### config.mk
export PLATFORM = sky130hd
export DESIGN_NAME = weight_pattern_gen
export DESIGN_NICKNAME = d
export VERILOG_FILES = /design/src/rtl/weight_pattern_gen.sv
export SDC_FILE = /design/constraint.sdc
export NUM_CORES = 1
export LEC_CHECK = 0
export CORE_MARGIN = 2
export CORE_UTILIZATION = 54
export CTS_CLUSTER_DIAMETER = 120
export DETAILED_ROUTE_END_ITERATION = 10
export PLACE_DENSITY_LB_ADDON = 0.08
export SYNTH_ARGS = -nofsm -noshare
export SYNTH_HDL_FRONTEND = slang
export SYNTH_SLANG_ARGS = --single-unit
### constraint.sdc
create_clock -name clk -period 3.1 [get_ports clk]
set_input_delay 0.62 -clock clk [delete_from_list [all_inputs] [get_ports clk]]
set_output_delay 0.62 -clock clk [all_outputs]
set_load 0.005 [all_outputs]
### src/rtl/weight_pattern_gen.sv
// rtl/weight_pattern_gen.sv - enumerates N-bit words by popcount range over a valid/ready stream
module weight_pattern_gen #(
  parameter int N    = 4,
  parameter int WMIN = 2,
  parameter int WMAX = 3
) (
  input  logic         clk,
  input  logic         nrst,
  input  logic         start,
  input  logic         mode,
  output logic         out_valid,
  input  logic         out_ready,
  output logic [N-1:0] out_data,
  output logic         out_last,
  output logic         busy,
  output logic [N:0]   count
);

  localparam int PCW = $clog2(N + 1);
  localparam int NC  = 1 << N;

  typedef enum logic [1:0] {IDLE, RUN, DRAIN} state_t;

  state_t       state;
  logic [N-1:0] cand;
  logic         mode_q;
  logic         later_qual;
  logic         slot_free;
  logic         handshake;

  // A word qualifies when its popcount sits inside [WMIN, WMAX]; mode inverts
  // the selection. WMIN > WMAX leaves the range empty without special casing.
  function automatic logic qualifies(input logic [N-1:0] w, input logic m);
    logic [PCW-1:0] pc;
    pc = '0;
    for (int i = 0; i < N; i++) begin
      pc = pc + PCW'(w[i]);
    end
    return ((int'(pc) >= WMIN) && (int'(pc) <= WMAX)) ^ m;
  endfunction

  assign slot_free = !out_valid || out_ready;
  assign handshake = out_valid && out_ready;

  // Lookahead: does any candidate above the current one still qualify?
  always_comb begin
    later_qual = 1'b0;
    for (int v = 0; v < NC; v++) begin
      if ((v > int'(cand)) && qualifies(N'(v), mode_q)) begin
        later_qual = 1'b1;
      end
    end
  end

  // Control FSM with registered stream outputs, busy flag and handoff counter.
  always_ff @(posedge clk or negedge nrst) begin
    if (!nrst) begin
      state     <= IDLE;
      cand      <= '0;
      mode_q    <= 1'b0;
      out_valid <= 1'b0;
      out_data  <= '0;
      out_last  <= 1'b0;
      busy      <= 1'b0;
      count     <= '0;
    end else begin
      if (handshake) begin
        count <= count + 1'b1;
      end
      case (state)
        IDLE: begin
          if (start) begin
            state  <= RUN;
            cand   <= '0;
            count  <= '0;
            mode_q <= mode;
            busy   <= 1'b1;
          end
        end
        RUN: begin
          if (slot_free) begin
            if (qualifies(cand, mode_q)) begin
              out_data  <= cand;
              out_valid <= 1'b1;
              out_last  <= !later_qual;
            end else begin
              out_valid <= 1'b0;
              out_last  <= 1'b0;
            end
            cand <= cand + 1'b1;
            if (cand == {N{1'b1}}) begin
              state <= DRAIN;
            end
          end
        end
        DRAIN: begin
          if (slot_free) begin
            out_valid <= 1'b0;
            out_last  <= 1'b0;
            busy      <= 1'b0;
            state     <= IDLE;
          end
        end
        default: state <= IDLE;
      endcase
    end
  end

endmodule

# ---- Word level (Yosys, flattened, before mapping)
# Index checks and enable logic that the tools add are counted.
dict set report op_classes {
  n_eq_ne 7
  n_reduce_logical 30
  n_bitwise 2
  n_lt_le_gt_ge 17
  mux 35
  addsub 5
}
# operator n
set op_table {}
lappend op_table {{> comparator 4 bit, first input constant} 8}
lappend op_table {{2-to-1 mux 1 bit} 21}
lappend op_table {{logical AND 1 bit} 17}
lappend op_table {{> comparator 3 x 4 -> 1 bit, first input constant} 4}
lappend op_table {{2-to-1 mux 5 bit} 3}
lappend op_table {{AND reduction 3 bit} 4}
lappend op_table {{> comparator 2 x 4 -> 1 bit, first input constant} 2}
lappend op_table {{2-to-1 mux 2 bit} 4}
lappend op_table {{2-to-1 mux 4 bit} 2}
lappend op_table {{inequality test 2 bit, second input constant} 4}
lappend op_table {{one-hot mux 4 bit (2 select lines)} 1}
lappend op_table {{one-hot mux 1 bit (2 select lines)} 3}
lappend op_table {{one-hot mux 2 bit (3 select lines)} 1}
lappend op_table {{nonzero test 2 bit} 3}
lappend op_table {{adder 5 x 1 -> 5 bit, second input constant} 1}
lappend op_table {{adder 4 x 1 -> 4 bit, second input constant} 1}
lappend op_table {{== test 4 bit, second input constant} 1}
lappend op_table {{> comparator 1 x 4 -> 1 bit, first input constant} 1}
lappend op_table {{AND reduction 4 bit} 1}
lappend op_table {{adder 2 x 1 -> 3 bit} 1}
lappend op_table {{adder 3 x 1 -> 3 bit} 1}
lappend op_table {{greater-or-equal comparator 3 x 2 -> 1 bit, second input constant} 1}
lappend op_table {{<= comparator 3 x 2 -> 1 bit, second input constant} 1}
lappend op_table {{adder 1 x 1 -> 2 bit} 1}
lappend op_table {{other kinds (8)} 9}
dict set report totals {
  register_bits 19
  output_inout_bits 12
  input_bits 5
  word_cells 104
}

# ---- Longest topological paths before layout
dict set report logic_depth {
  word_depth 21
  ltp_mapped 6
  depth_no_buf 6
}

# ---- Least setup slack after synthesis
# OpenSTA, ideal clock, no wires.
dict set report synth_timing {
  path_kind {reg-to-reg}
  start {register cand[0]}
  end {register out_data[0]}
  setup_time_ns 0.125
  setup_slack_ns 1.292
  synth_period_minus_slack_ns 1.808
  stages_incl_launch_ff 7
  arrival_time_ns 1.683
  required_time_ns 2.975
  path_buffers 0
  cell_sequence {dfrtp_1 inv_1 fa_1 and2b_1 xnor2_1 nand2b_1 o21ai_1}
}
dict set report synth_via {
  elab_chain_len 7
  word_cells_on_any_way 8
  cone_classes {add/sub (3); order compare (2); bitwise (1); reduce/logical (2)}
}
# element line_no
set synth_lines {}
lappend synth_lines {{from (decl)} 25} ;# logic [N-1:0] cand;
lappend synth_lines {{from (signal assigned)} 90} ;# cand <= cand + 1'b1;
lappend synth_lines {{adder 1 x 1 -> 2 bit} 37} ;# pc = pc + PCW'(w[i]);
lappend synth_lines {{adder 2 x 1 -> 3 bit} 37}
lappend synth_lines {{adder 3 x 1 -> 3 bit} 37}
lappend synth_lines {{greater-or-equal comparator 3 x 2 -> 1 bit or <= comparator 3 x 2 -> 1 bit (tied branches)} 39} ;# return ((int'(pc) >= WMIN) && (int'(pc) <= WMAX)) ^ m;
lappend synth_lines {{logical AND 1 bit} 39}
lappend synth_lines {{bitwise XOR 1 bit} 39}
lappend synth_lines {{AND reduction 3 bit (no source line)} n/a}
lappend synth_lines {{to (signal assigned)} 83} ;# out_data <= cand;
lappend synth_lines {{to (decl)} 13} ;# output logic [N-1:0] out_data,
# Parallel ways exist; a longest one is shown, timed or not.
# A chain may end at the register's enable or synchronous reset.

# ---- Worst setup path in the final report
# Same ends and word-level chain as after synthesis.

==> reports/qor.txt <==
Net Count, Synth -> 107
most frequent cells in the layout -> dfrtp_1 (19), clkdlybuf4s50_1 (16), o21ai_0 (12)
post-synthesis xor/xnor area fraction -> 7.87%
Finished Cell Area -> 1200 sq um
Final period util -> 64.3%
Core Box Area -> 1730 sq um
FMAX -> 502 MHz
vias after detailed routing -> 739
ANT nets after route -> 0
worst hold path startpoint -> out_last
largest net degree at the start of global routing -> 20
pwr/cell area -> 1080 nW/um^2
flop-to-flop setup slack -> 1110 ps
DRC viols -> 0
synthesized area -> 986 sq um
R2R Path End -> out_data[0]
critical path endpoint category -> flip-flop
crit path kind -> flip-flop to flip-flop
Net Sw Power -> 533 uW
# port buffers -> 16
total gr overflow -> 0
Worst-path clk slew -> 110 ps
RSZ-0062 raised after global routing -> false
initial antenna violation count -> 0
Top-Level Pins -> 17
cts repair resizes -> 0
drt first pass iters -> 4
Max FO, Critical Path -> 6
internal power -> 755 uW
Max Slew Vio Count -> 0
Worst Tran Pin Value -> 839 ps
Final Hold Vio Count -> 0
count of final setup violators -> 0
R2R cell count -> 6
MaxCap Viol Count -> 0
Clock Path Buffers -> 2
cell count after synthesis -> 97
area grow syn2layout -> 21.3%
leakage power -> 0.000516 uW
dpl cell area -> 1170 sq um
Post-layout nets -> 126
combinational power share -> 53.7%
power share of the clock group -> 9.6%
number of global-route vias before repair -> 697
Yosys reg bits -> 19
commonest non-fill, non-tap cell in the layout -> dfrtp_1
post-synthesis compound-gate area fraction -> 14.3%
layout cells sized above 1 -> 7.83%
outcome -> finished clean
DR WL/cell -> 13.3 microns
# diodes -> 0
1st-iter DRT viols -> 4
Slew headroom -> 43.9%
# Post-CTS Setup Buffers -> 0
Critical Path End -> out_data[0]
post-synthesis adder-cell area fraction -> 7.11%
post-DR vias/cell -> 5.28
critical path arrival -> 2180 ps
first-pass GRT wire length -> 2930 microns
worst skew pair latency -> 290 ps
Hold Buf Count CTS -> 0
Sw Ratio -> 41.4%
sequential share of power -> 36.7%
Initial Util -> 57.1%
# clock sinks -> 19
mux contribution to synthesized area -> 1.02%
total CTS buffers -> 3
combinational family with the most area after synthesis -> simple AND/OR/NAND/NOR gates
global router's overall resource usage -> 20.1%
CTS tree -> yes
total wire length -> 1860 microns
Worst Setup SP -> cand[0]
Die X -> 46.7 microns
min Tclk post-route -> 1990 ps
final setup skew -> 0.713 ps
WP data required -> 3290 ps
GP Congestion -> 0.772
die height -> 46.7 microns
setup TNS -> 0 ps
syn avg cell area -> 10.2 sq um
HPWL after detailed placement -> 1450 microns
row count -> 15
RR Startpoint -> cand[0]
Startpoint Class -> flip-flop
Hold/Removal Path Class -> flip-flop to flip-flop
H-tree depth -> 1
Die ar. -> 2180 sq um
Simple-Gate Fraction of Synth Area -> 19.0%
maximum VDD drop -> 638 uV
Unique masters post-synth -> 29
synth warn -> 0
register area share after synthesis -> 48.2%
Root Driver -> clkbuf_4
## Yosys cell counts (all sizes together)
library cell	instances	area share [%]
nand2	7	3.4
and2	3	1.9
nand4	2	1.3
inv	4	1.5
xnor2	3	3.4
o41ai	1	1.7
and3	1	0.63
o311ai	1	0.89
nand3	5	2.5
nor2	9	3.4
dfrtp	19	48
fa	1	2.0
and2b	3	2.4
o211ai	1	0.76
a311oi	1	0.89
buf	1	0.51
nand2b	5	3.4
ha	4	5.1
xor2	5	4.4
o21ai	15	7.6
clkbuf	1	0.38
a21oi	2	1.0
o31ai	2	1.5
mux2i	1	1.0
## state kept, by name (all words and copies together), names as in the netlist
name and count:
count 5, out_data 4, busy 1, state 2, cand 4, out_last 1
out_valid 1, mode_q 1
## worst min path at each step
stage	depth (start not counted)	to
2_1_floorplan	0	busy
3_3_place_gp	2	out_last
3_5_place_dp	2	out_last
4_1_cts	2	out_last
5_1_grt	2	busy
6_report	2	out_last
## layer usage
layer,part of all wire [%],global-route usage [%],routed length [microns]
met5,0,0,0
met4,1.8,12.8,34
met3,3.2,3.46,59
met2,51,31.9,941
met1,44,25.6,820
## cell type report
class	count	area (sq um)
clock inverters	1	5.00
fillers	154	531
inverters	4	15.0
clock buffers	3	22.5
well taps	25	31.3
repair buffers	16	160
flip-flops and latches	19	475
multi-input cells	72	487
## critical path, cell delays in order (launching register included)
cell and delay, ps:
dfrtp_1 440, inv_1 130, fa_1 580, and2b_1 190, xnor2_1 280, nand2b_1 200
o21ai_1 70
## cells by family after synthesis
kind of cell / count (synthesis)
AOI/OAI and AO/OA: 23
buffers and inverters: 6
DFF: 19
xor gates and xnor gates: 8
muxes: 1
and+or+nand+nor: 35
adders and majority gates: 5
## metrics by stage
stage | hold slack [ps] | utilization (%) | total power (uW) | std cells | setup WS (ps)
6_report | 511 | 69.3 | 1290 | 140 | 1110
3_5_place_dp | 491 | 67.7 | 1170 | 136 | 1090
5_1_grt | 565 | 69.3 | 1410 | 140 | 980
4_1_cts | 518 | 69.3 | 1300 | 140 | 1100
2_1_floorplan | 324 | - | 916 | 97 | 1290
3_3_place_gp | 486 | 67.7 | 1150 | 136 | 1130
## power groups by stage
stage / clock network, uW / logic, uW / registers [uW]
final: 124 / 692 / 473
after global routing: 140 / 773 / 493
after CTS: 128 / 699 / 473
after detailed placement: 0 / 695 / 478
after global placement: 0 / 673 / 474
after floorplan: 0 / 452 / 464
(Power assumes the default switching activity.)
